## config.mk

```make
export PLATFORM = sky130hd
export DESIGN_NAME = fsm_tree_gen
export DESIGN_NICKNAME = d
export VERILOG_FILES = /design/src/rtl/fsm_tree_gen.sv
export SDC_FILE = /design/constraint.sdc
export NUM_CORES = 1
export LEC_CHECK = 0
export CAP_MARGIN = 5
export CORE_MARGIN = 5
export CORE_UTILIZATION = 53
export DETAILED_ROUTE_END_ITERATION = 10
export PLACE_DENSITY = 0.83
export SKIP_LAST_GASP = 1
export SLEW_MARGIN = 0
export SYNTH_ARGS = -nofsm -noshare
export SYNTH_HDL_FRONTEND = slang
export SYNTH_SLANG_ARGS = --single-unit
```

## constraint.sdc

```tcl
create_clock -name clk -period 6.7 [get_ports clk]
set_clock_uncertainty 0.1 [all_clocks]
set_input_delay 1.34 -clock clk [delete_from_list [all_inputs] [get_ports clk]]
set_output_delay 1.34 -clock clk [all_outputs]
set_load 0.1 [all_outputs]
```

## src/rtl/fsm_tree_gen.sv

```systemverilog
// fsm_tree_gen: parametrised binary-tree control FSM with 2^STATE_W states.
// Each step moves state s to 2s+1 (condition true) or 2s+2 (false), mod N.
//
// Ports:
//   clk        rising-edge clock
//   reset      synchronous active-high reset, highest priority
//   en         step enable
//   input1     condition input A
//   input2     condition input B
//   load       synchronous state load (beats en)
//   load_state value written to state on load
//   state      current state (registered)
//   wrap       one-cycle pulse after a step moved state from nonzero to 0
//   stuck      sticky flag, set once dwell reaches STUCK_LIMIT
//   dwell      consecutive steps that left state unchanged (saturating)
//   step_cnt   steps performed since reset/load (saturating)
module fsm_tree_gen #(
    parameter int STATE_W     = 4,
    parameter int CNT_W       = 16,
    parameter int DWELL_W     = 8,
    parameter int STUCK_LIMIT = 8
) (
    input  logic               clk,
    input  logic               reset,
    input  logic               en,
    input  logic               input1,
    input  logic               input2,
    input  logic               load,
    input  logic [STATE_W-1:0] load_state,
    output logic [STATE_W-1:0] state,
    output logic               wrap,
    output logic               stuck,
    output logic [DWELL_W-1:0] dwell,
    output logic [CNT_W-1:0]   step_cnt
);

    localparam logic [STATE_W+1:0] ONE       = (STATE_W+2)'(1);
    localparam logic [STATE_W+1:0] TWO       = (STATE_W+2)'(2);
    localparam logic [DWELL_W-1:0] DWELL_MAX = {DWELL_W{1'b1}};
    localparam logic [DWELL_W-1:0] LIMIT     = DWELL_W'(STUCK_LIMIT);
    localparam logic [CNT_W-1:0]   CNT_MAX   = {CNT_W{1'b1}};

    logic               cond;
    logic [STATE_W+1:0] wide_next;
    logic [STATE_W-1:0] next_state;
    logic [DWELL_W-1:0] dwell_step;
    logic [CNT_W-1:0]   cnt_step;
    logic               stuck_hit;

    // Condition selected by the low three state bits.
    always_comb begin
        cond = 1'b0;
        case (state[2:0])
            3'd0:    cond =  input1 &  input2;
            3'd1:    cond = !input1 &  input2;
            3'd2:    cond =  input1 & !input2;
            3'd3:    cond = !input1 & !input2;
            3'd4:    cond =  input1 |  input2;
            3'd5:    cond = !input1 |  input2;
            3'd6:    cond =  input1 | !input2;
            default: cond = !input1 | !input2;
        endcase
    end

    // Two guard bits keep 2s+2 exact before truncation to mod N.
    always_comb begin
        wide_next  = {1'b0, state, 1'b0} + (cond ? ONE : TWO);
        next_state = wide_next[STATE_W-1:0];
    end

    // Dwell only grows across self-loop steps; any real move clears it.
    always_comb begin
        dwell_step = '0;
        if (next_state == state) begin
            dwell_step = (dwell == DWELL_MAX) ? dwell
                                              : dwell + DWELL_W'(1);
        end
        stuck_hit = (dwell_step >= LIMIT);
        cnt_step  = (step_cnt == CNT_MAX) ? step_cnt
                                          : step_cnt + CNT_W'(1);
    end

    always_ff @(posedge clk) begin
        if (reset) begin
            state    <= '0;
            wrap     <= 1'b0;
            stuck    <= 1'b0;
            dwell    <= '0;
            step_cnt <= '0;
        end else if (load) begin
            state    <= load_state;
            wrap     <= 1'b0;
            stuck    <= 1'b0;
            dwell    <= '0;
            step_cnt <= '0;
        end else if (en) begin
            state    <= next_state;
            wrap     <= (state != '0) && (next_state == '0);
            stuck    <= stuck | stuck_hit;
            dwell    <= dwell_step;
            step_cnt <= cnt_step;
        end else begin
            wrap     <= 1'b0;
        end
    end

endmodule

```

==> results of run 1 <==
[Yosys cell counts, types with 2 or more instances]
cell type	number	area share [%]
a21oi_1	11	3.3
inv_1	2	0.45
buf_2	5	1.5
or3_1	3	1.1
ha_1	6	4.5
nor3_1	5	1.5
nand4b_1	2	1.1
o31ai_1	2	0.91
nor3_2	2	1.2
o21ai_0	5	1.5
a41oi_1	3	1.6
nand2_1	20	4.5
clkbuf_1	4	0.91
o211ai_1	2	0.91
and3_1	6	2.3
dfxtp_1	30	36
and4_1	5	2.6
nand4_1	8	3.0
and2_1	3	1.1
nand3_1	13	3.9
a211oi_1	6	2.7
nor2_1	20	4.5
xnor2_1	6	3.2
mux2i_1	3	1.8
nand2b_1	2	0.76
xor2_1	10	5.3
a31oi_1	2	0.76
[how the worst max path moves through the flow]
| stage | startpoint | to | slack [ns] | cells past startpoint |
|---|---|---|---|---|
| finish | input2 | stuck$_SDFFE_PP0P_ | 3.02 | 10 |
| global route | input1 | dwell[7]$_SDFFE_PP0P_ | 2.90 | 10 |
| CTS | input2 | stuck$_SDFFE_PP0P_ | 3.05 | 10 |
| detailed placement | input2 | stuck$_SDFFE_PP0P_ | 2.72 | 10 |
| global placement | input2 | stuck$_SDFFE_PP0P_ | 2.79 | 10 |
| floorplan | input2 | stuck$_SDFFE_PP0P_ | 3.25 | 9 |
[layer usage]
layer	global-route usage (%)	vias to the layer above	part of all wire (%)
met2	29.04	36	46
met1	25.21	718	48
met4	7.513	0	1.2
met5	0	-	0
met3	4.252	5	4.5
li1	-	793	-
[cells by family after synthesis]
family	after synthesis	share of synthesized area, %
compound gates	38	15.90
simple gates	92	29.22
mux	3	1.817
fa+ha+maj	7	5.148
flops	30	36.34
xor+xnor	16	8.478
buf+inv	12	3.103
[cell type report]
| type | instances | area, sq um | share of cell area, % |
|---|---|---|---|
| multi-input cells | 156 | 1001 | 47.68 |
| flip-flops and latches | 30 | 600.6 | 28.61 |
| repair buffers | 39 | 390.4 | 18.59 |
| well taps | 44 | 55.05 | 2.622 |
| clock buffers | 7 | 45.04 | 2.145 |
| inverters | 2 | 7.507 | 0.3576 |
[state kept, by name, indices dropped and copies added, names as in the netlist]
signal / count
state: 4
stuck: 1
step_cnt: 16
wrap: 1
dwell: 8
[through the flow]
step                utilization (%)  hold WS, ns  power [mW]  instance area (sq um)
global route                  69.34       0.4259      0.3669                   2100
CTS                           69.34       0.4006      0.3522                   2100
detailed placement            67.85       0.3834      0.2554                   2054
global placement              67.85       0.3823      0.2544                   2054
finish                        69.34       0.3959      0.3491                   2100
floorplan                         -       0.8016      0.2388                   1653
[power by group through the flow]
| stage | Sequential [mW] | Combinational [mW] | Clock [mW] |
|---|---|---|---|
| after floorplan | 0.207 | 0.0318 | 0 |
| after global placement | 0.189 | 0.0652 | 0 |
| after detailed placement | 0.189 | 0.0662 | 0 |
| after CTS | 0.185 | 0.0665 | 0.101 |
| after global routing | 0.186 | 0.0722 | 0.109 |
| final | 0.185 | 0.0665 | 0.0974 |
[worst reg2reg max path, delay by kind of cell, from the launching register on]
family | cells | cell delay (ns)
AO/OA/AOI/OAI | 1 | 0.24
XOR/XNOR | 2 | 0.32
adder cells (fa/ha/maj) | 3 | 0.85
flip-flops | 1 | 0.47
multiplexers | 1 | 0.30
AND/OR/NAND/NOR | 2 | 0.32
==> impl_metrics.csv, run 1 <==
group,metric,value,unit
outcome,status,"complete, no violations",
finish,final_nets,250,
die,num_rows,20,
detailed_routing,drt_iter0_drc,104,
synthesis,synth_cells,198,
place,post-place-cells,271,
grt,grt_use_total,18.81,%
place,portBuffers,39,
pwr,power_density,166.3,nW/um^2
detailed_routing,wl_per_cell,13.54,um
synthesis,ys_seq_area_share,36.34,%
critical_path,critical_path.max_fanout,9,
synthesis,syn_area_per_cell,8.348,sq um
min_path,hold_path_depth,2,
synthesis,ys_warn_count,0,
detailed_routing,vias,1552,
finish,syn2layout_area_growth,27.02,%
die,start_util,54.59,%
clock_tree,cts_made_buffers,5,
critical_path,ff2ff_path_depth,9,
pwr,comb_power_share,19.1,%
synthesis,synth-seq-cells,30,
die,dieHeight,65.85,um
place,dp_hpwl,2717,um
timing,finalSetupTns,0,ns
clock_tree,insertion_delay,0.33,ns
synthesis,synth_edf_count,0,
pwr,leakage,0.7297,nW
clock_tree,cts_tree,"done",
critical_path,cpPeakStageDelay,0.42,ns
die,core_area,3028,sq um
synthesis,syn_area,1653,sq um
die,die_area,4336,sq um
grt,antenna_found_initial,0,
timing,fmax,0.2719,GHz
grt,grt_pass1_vias,1437,
min_path,worstHoldEndpoint,"dwell[1]$_SDFFE_PP0P_",
critical_path,cp_slowest_cell,"maj3_1",
critical_path,start_kind,"input port",
pwr,switchingPower,0.1061,mW
die,die_w,65.85,um
clock_tree,h-tree-depth,2,
clock_tree,ctsHoldBuffers,0,
finish,drive_above_1_share,5.556,%
clock_tree,clock_tree.buffer_depth,2,
clock_tree,clkTransAtPathRegs,0.09,ns
critical_path,crit_buf_inv,1,
finish,instances_no_fill,278,
grt,grt_pass1_wl,6417,um
clock_tree,cts.sinks,30,
pwr,switching_share,30.39,%
clock_tree,postCtsSetupRepairBufs,0,
critical_path,r2r-end,"stuck$_SDFFE_PP0P_",
synthesis,synth_nets,214,
pwr,peakVddDrop,0.1427,mV
synthesis,synthDistinctLibCells,39,
detailed_routing,routed_via_density,5.583,
min_path,worstHoldStart,"dwell[1]$_SDFFE_PP0P_",
detailed_routing,totalWireLength,3764,um
critical_path,crit_family,"adder cells",
flow_run,max_cap_viol_count,0,
pwr,sequentialPowerShare,53.0,%
timing,post-route-period-util,54.90,%
detailed_routing,drc,0,
finish,num_antenna_cells,0,
critical_path,worst-r2r-setup-slack,3.99,ns
place,place.gp.congestion,0.8436,
clock_tree,post_cts_resized,0,
timing,setup_ws,3.022,ns
grt,grt-ovfl-total,0,
place,pre_cts_ws,2.718,ns
clock_tree,cts_root_buffer,"clkbuf_4",
synthesis,ys.flop_type,"dfxtp_1",
grt,grt_max_degree,28,
timing,setup-violations-final,0,
timing,report.final.slew_viol_count,0,
critical_path,crit_arrival,3.80,ns
finish,layout_commonest_cell,"clkdlybuf4s50_1",
synthesis,synth-async-reset-ratio,0,%
timing,finalHoldViolCount,0,
critical_path,end_kind,"flop",
timing,slew_headroom,33.40,%
pwr,clkPwrFrac,27.9,%
pwr,intPower,0.2430,mW
finish,mostFrequentLayoutCells,"clkdlybuf4s50_1, dfxtp_1, nor2_1, nand2_1, nand3_1",
detailed_routing,drtPass1Iterations,4,
critical_path,critPathKind,"in2reg",
critical_path,critical_path.cell_chain,"clkdlybuf4s50_1 > xnor2_1 > maj3_1 > ha_1 > ha_1 > xnor2_1 > mux2i_1 > nor2_2 > and2_1 > o221a_1",
die,ios,40,
critical_path,crit_required,6.82,ns
timing,tightest_slew,0.9958,ns
min_path,hold_path_class,"reg2reg",
timing,min_period,3.678,ns
finish,n_fill_cell,266,
critical_path,r2r-start,"state[1]$_SDFFE_PP0P_",
detailed_routing,drt.antenna.violating_nets,0,
timing,rsz0062_at_grt,"false",
(Power assumes the default switching activity.)
==> run 2, diff against run 1 <==
--- a/config.mk
+++ b/config.mk
@@ -7,9 +7,9 @@
 export LEC_CHECK = 0
 export CAP_MARGIN = 5
 export CORE_MARGIN = 5
-export CORE_UTILIZATION = 53
+export CORE_UTILIZATION = 44
 export DETAILED_ROUTE_END_ITERATION = 10
-export PLACE_DENSITY = 0.83
+export PLACE_DENSITY = 0.73
 export SKIP_LAST_GASP = 1
 export SLEW_MARGIN = 0
 export SYNTH_ARGS = -nofsm -noshare
==> constraint.sdc (replaced) <==
create_clock -name clk -period 3.1 [get_ports clk]
set_clock_uncertainty 0.1 [all_clocks]
set_input_delay 0.62 -clock clk [delete_from_list [all_inputs] [get_ports clk]]
set_output_delay 0.62 -clock clk [all_outputs]
set_load 0.1 [all_outputs]
==> run 2 against run 1 <==
Against the previous run:
- power rose to 2.7 times the previous value
- critical path type unchanged
- non-clock buffer count grew 4
- sequential share of layout area fell by 0.24 points
- global-route usage fell by 4.1 points
- largest cell class unchanged
- register-to-register slack worse by 3.3 ns
- critical endpoint unchanged
- sequential power is 120% higher
==> impl_metrics.csv, run 2 (synthesis gave the netlist of run 1 again) <==
group,metric,value,unit
outcome,status,"complete, no violations",
die,die_area,5082,sq um
detailed_routing,vias,1559,
critical_path,critPathKind,"in2reg",
die,num_rows,22,
critical_path,startpoint,"input2",
detailed_routing,routed_via_density,5.451,
critical_path,start_kind,"input port",
timing,finalSetupTns,0,ns
finish,drive_above_1_share,21.85,%
place,post-place-cells,279,
timing,setup-violations-final,0,
finish,finish.instance_area,2131,sq um
clock_tree,h-tree-depth,2,
clock_tree,cts.sinks,30,
detailed_routing,drt.antenna.violating_nets,0,
die,core_area,3661,sq um
critical_path,crit_arrival,2.91,ns
clock_tree,ctsHoldBuffers,0,
detailed_routing,wl_met3,169,um
clock_tree,cts_root_buffer,"clkbuf_8",
critical_path,end_kind,"flop",
clock_tree,cts_made_buffers,5,
min_path,worstHoldStart,"dwell[1]$_SDFFE_PP0P_",
die,ios,40,
critical_path,critical_path.max_fanout,4,
finish,multi_input_area,1001,sq um
place,dp_hpwl,2648,um
timing,slew_headroom,68.11,%
die,start_util,45.15,%
detailed_routing,route.met2.wl,1635,um
grt,grt_use_total,14.67,%
detailed_routing,wl_per_cell,12.92,um
detailed_routing,drtPass1Iterations,4,
flow_run,max_cap_viol_count,0,
detailed_routing,routed.top_layer,"met4",
clock_tree,clock_tree.buffer_depth,2,
grt,antenna_found_initial,0,
min_path,hold_path_class,"reg2reg",
detailed_routing,drt-met1-wl,1819,um
grt,grt_max_degree,24,
detailed_routing,drc,0,
clock_tree,postCtsSetupRepairBufs,0,
grt,grt-ovfl-total,0,
detailed_routing,totalWireLength,3696,um
clock_tree,insertion_delay,0.28,ns
finish,largest_reg_flops,16,
pwr,power_density,448.5,nW/um^2
finish,instances_no_fill,286,
pwr,power,0.9556,mW
timing,post-route-period-util,91.20,%
finish,mostFrequentLayoutCells,"buf_4, dfxtp_1, nor2_1, nand2_1, nand3_1",
grt,grt_pass1_wl,5947,um
die,dieHeight,71.29,um
grt,grt_pass1_vias,1303,
timing,finalHoldViolCount,0,
clock_tree,clkTransAtPathRegs,0.07,ns
detailed_routing,drt_iter0_drc,136,
place,placed_cell_area,2018,sq um
finish,n_fill_cell,351,
timing,rsz0062_at_grt,"false",
clock_tree,post_cts_resized,0,
timing,min_period,2.827,ns
timing,fmax,0.3537,GHz
die,die_w,71.29,um
place,place.gp.congestion,0.7544,
clock_tree,cts_tree,"done",
finish,regMostFlops,"step_cnt",
finish,syn2layout_area_growth,28.92,%
finish,largestRegisters,"step_cnt: 16 flops, dwell: 8 flops, state: 4 flops",
timing,tightest_slew,0.4783,ns
finish,layout_commonest_cell,"buf_4",
finish,num_antenna_cells,0,
finish,final_nets,254,
place,portBuffers,39,
pwr,peakVddDrop,0.2614,mV
critical_path,crit_required,3.18,ns
critical_path,r2r-start,"state[1]$_SDFFE_PP0P_",
finish,regArea,604.3,sq um
timing,report.final.slew_viol_count,0,
pwr,leakage,0.8425,nW
run 2: final cells by class:
cell class | instances | area share, %
clock inverter | 1 | 1.409
multi-input combinational | 156 | 46.98
sequential | 30 | 28.36
tap | 48 | 2.819
clock buffer | 6 | 3.876
inverter | 2 | 0.3523
timing repair buffer | 43 | 16.21
run 2: power breakdown:
part           total (mW)  internal (mW)  switching, mW
sequential          0.402          0.392        0.00988
combinational       0.150         0.0542         0.0958
clock               0.404          0.257          0.147
total               0.956          0.703          0.253
run 2: worst max-delay path, cell delays in order:
cell and delay, ns:
clkdlybuf4s50_1 0.41, xnor2_1 0.13, maj3_1 0.39, ha_1 0.22, ha_1 0.32, and2_1 0.18
mux2i_1 0.20, nor2_2 0.07, and2_1 0.15, o221a_1 0.23
run 2: layer usage:
metal  GRT usage, %  vias to the layer above
met5              0                        -
met4          8.142                        0
li1               -                      803
met3          3.226                        7
met2          21.53                       26
met1          19.83                      723
run 2: path summary, 6_finish.rpt:
check	end	slack, ns	cells past startpoint
worst max register to register	stuck$_SDFFE_PP0P_	0.66	9
worst min register to register	dwell[1]$_SDFFE_PP0P_	0.40	2
worst min-delay path	dwell[1]$_SDFFE_PP0P_	0.40	2
worst max-delay path	stuck$_SDFFE_PP0P_	0.27	10
run 2: per-stage QoR:
stage          utilization [%]  hold slack (ns)  worst slack [ns]
4_1_cts                  58.20           0.3987            0.2606
5_1_grt                  58.20           0.4385            0.1104
3_5_place_dp             55.13           0.3883          -0.01656
6_report                 58.20           0.3996            0.2729
3_3_place_gp             55.13           0.3769           0.05963
2_1_floorplan                -           0.5850            0.2817
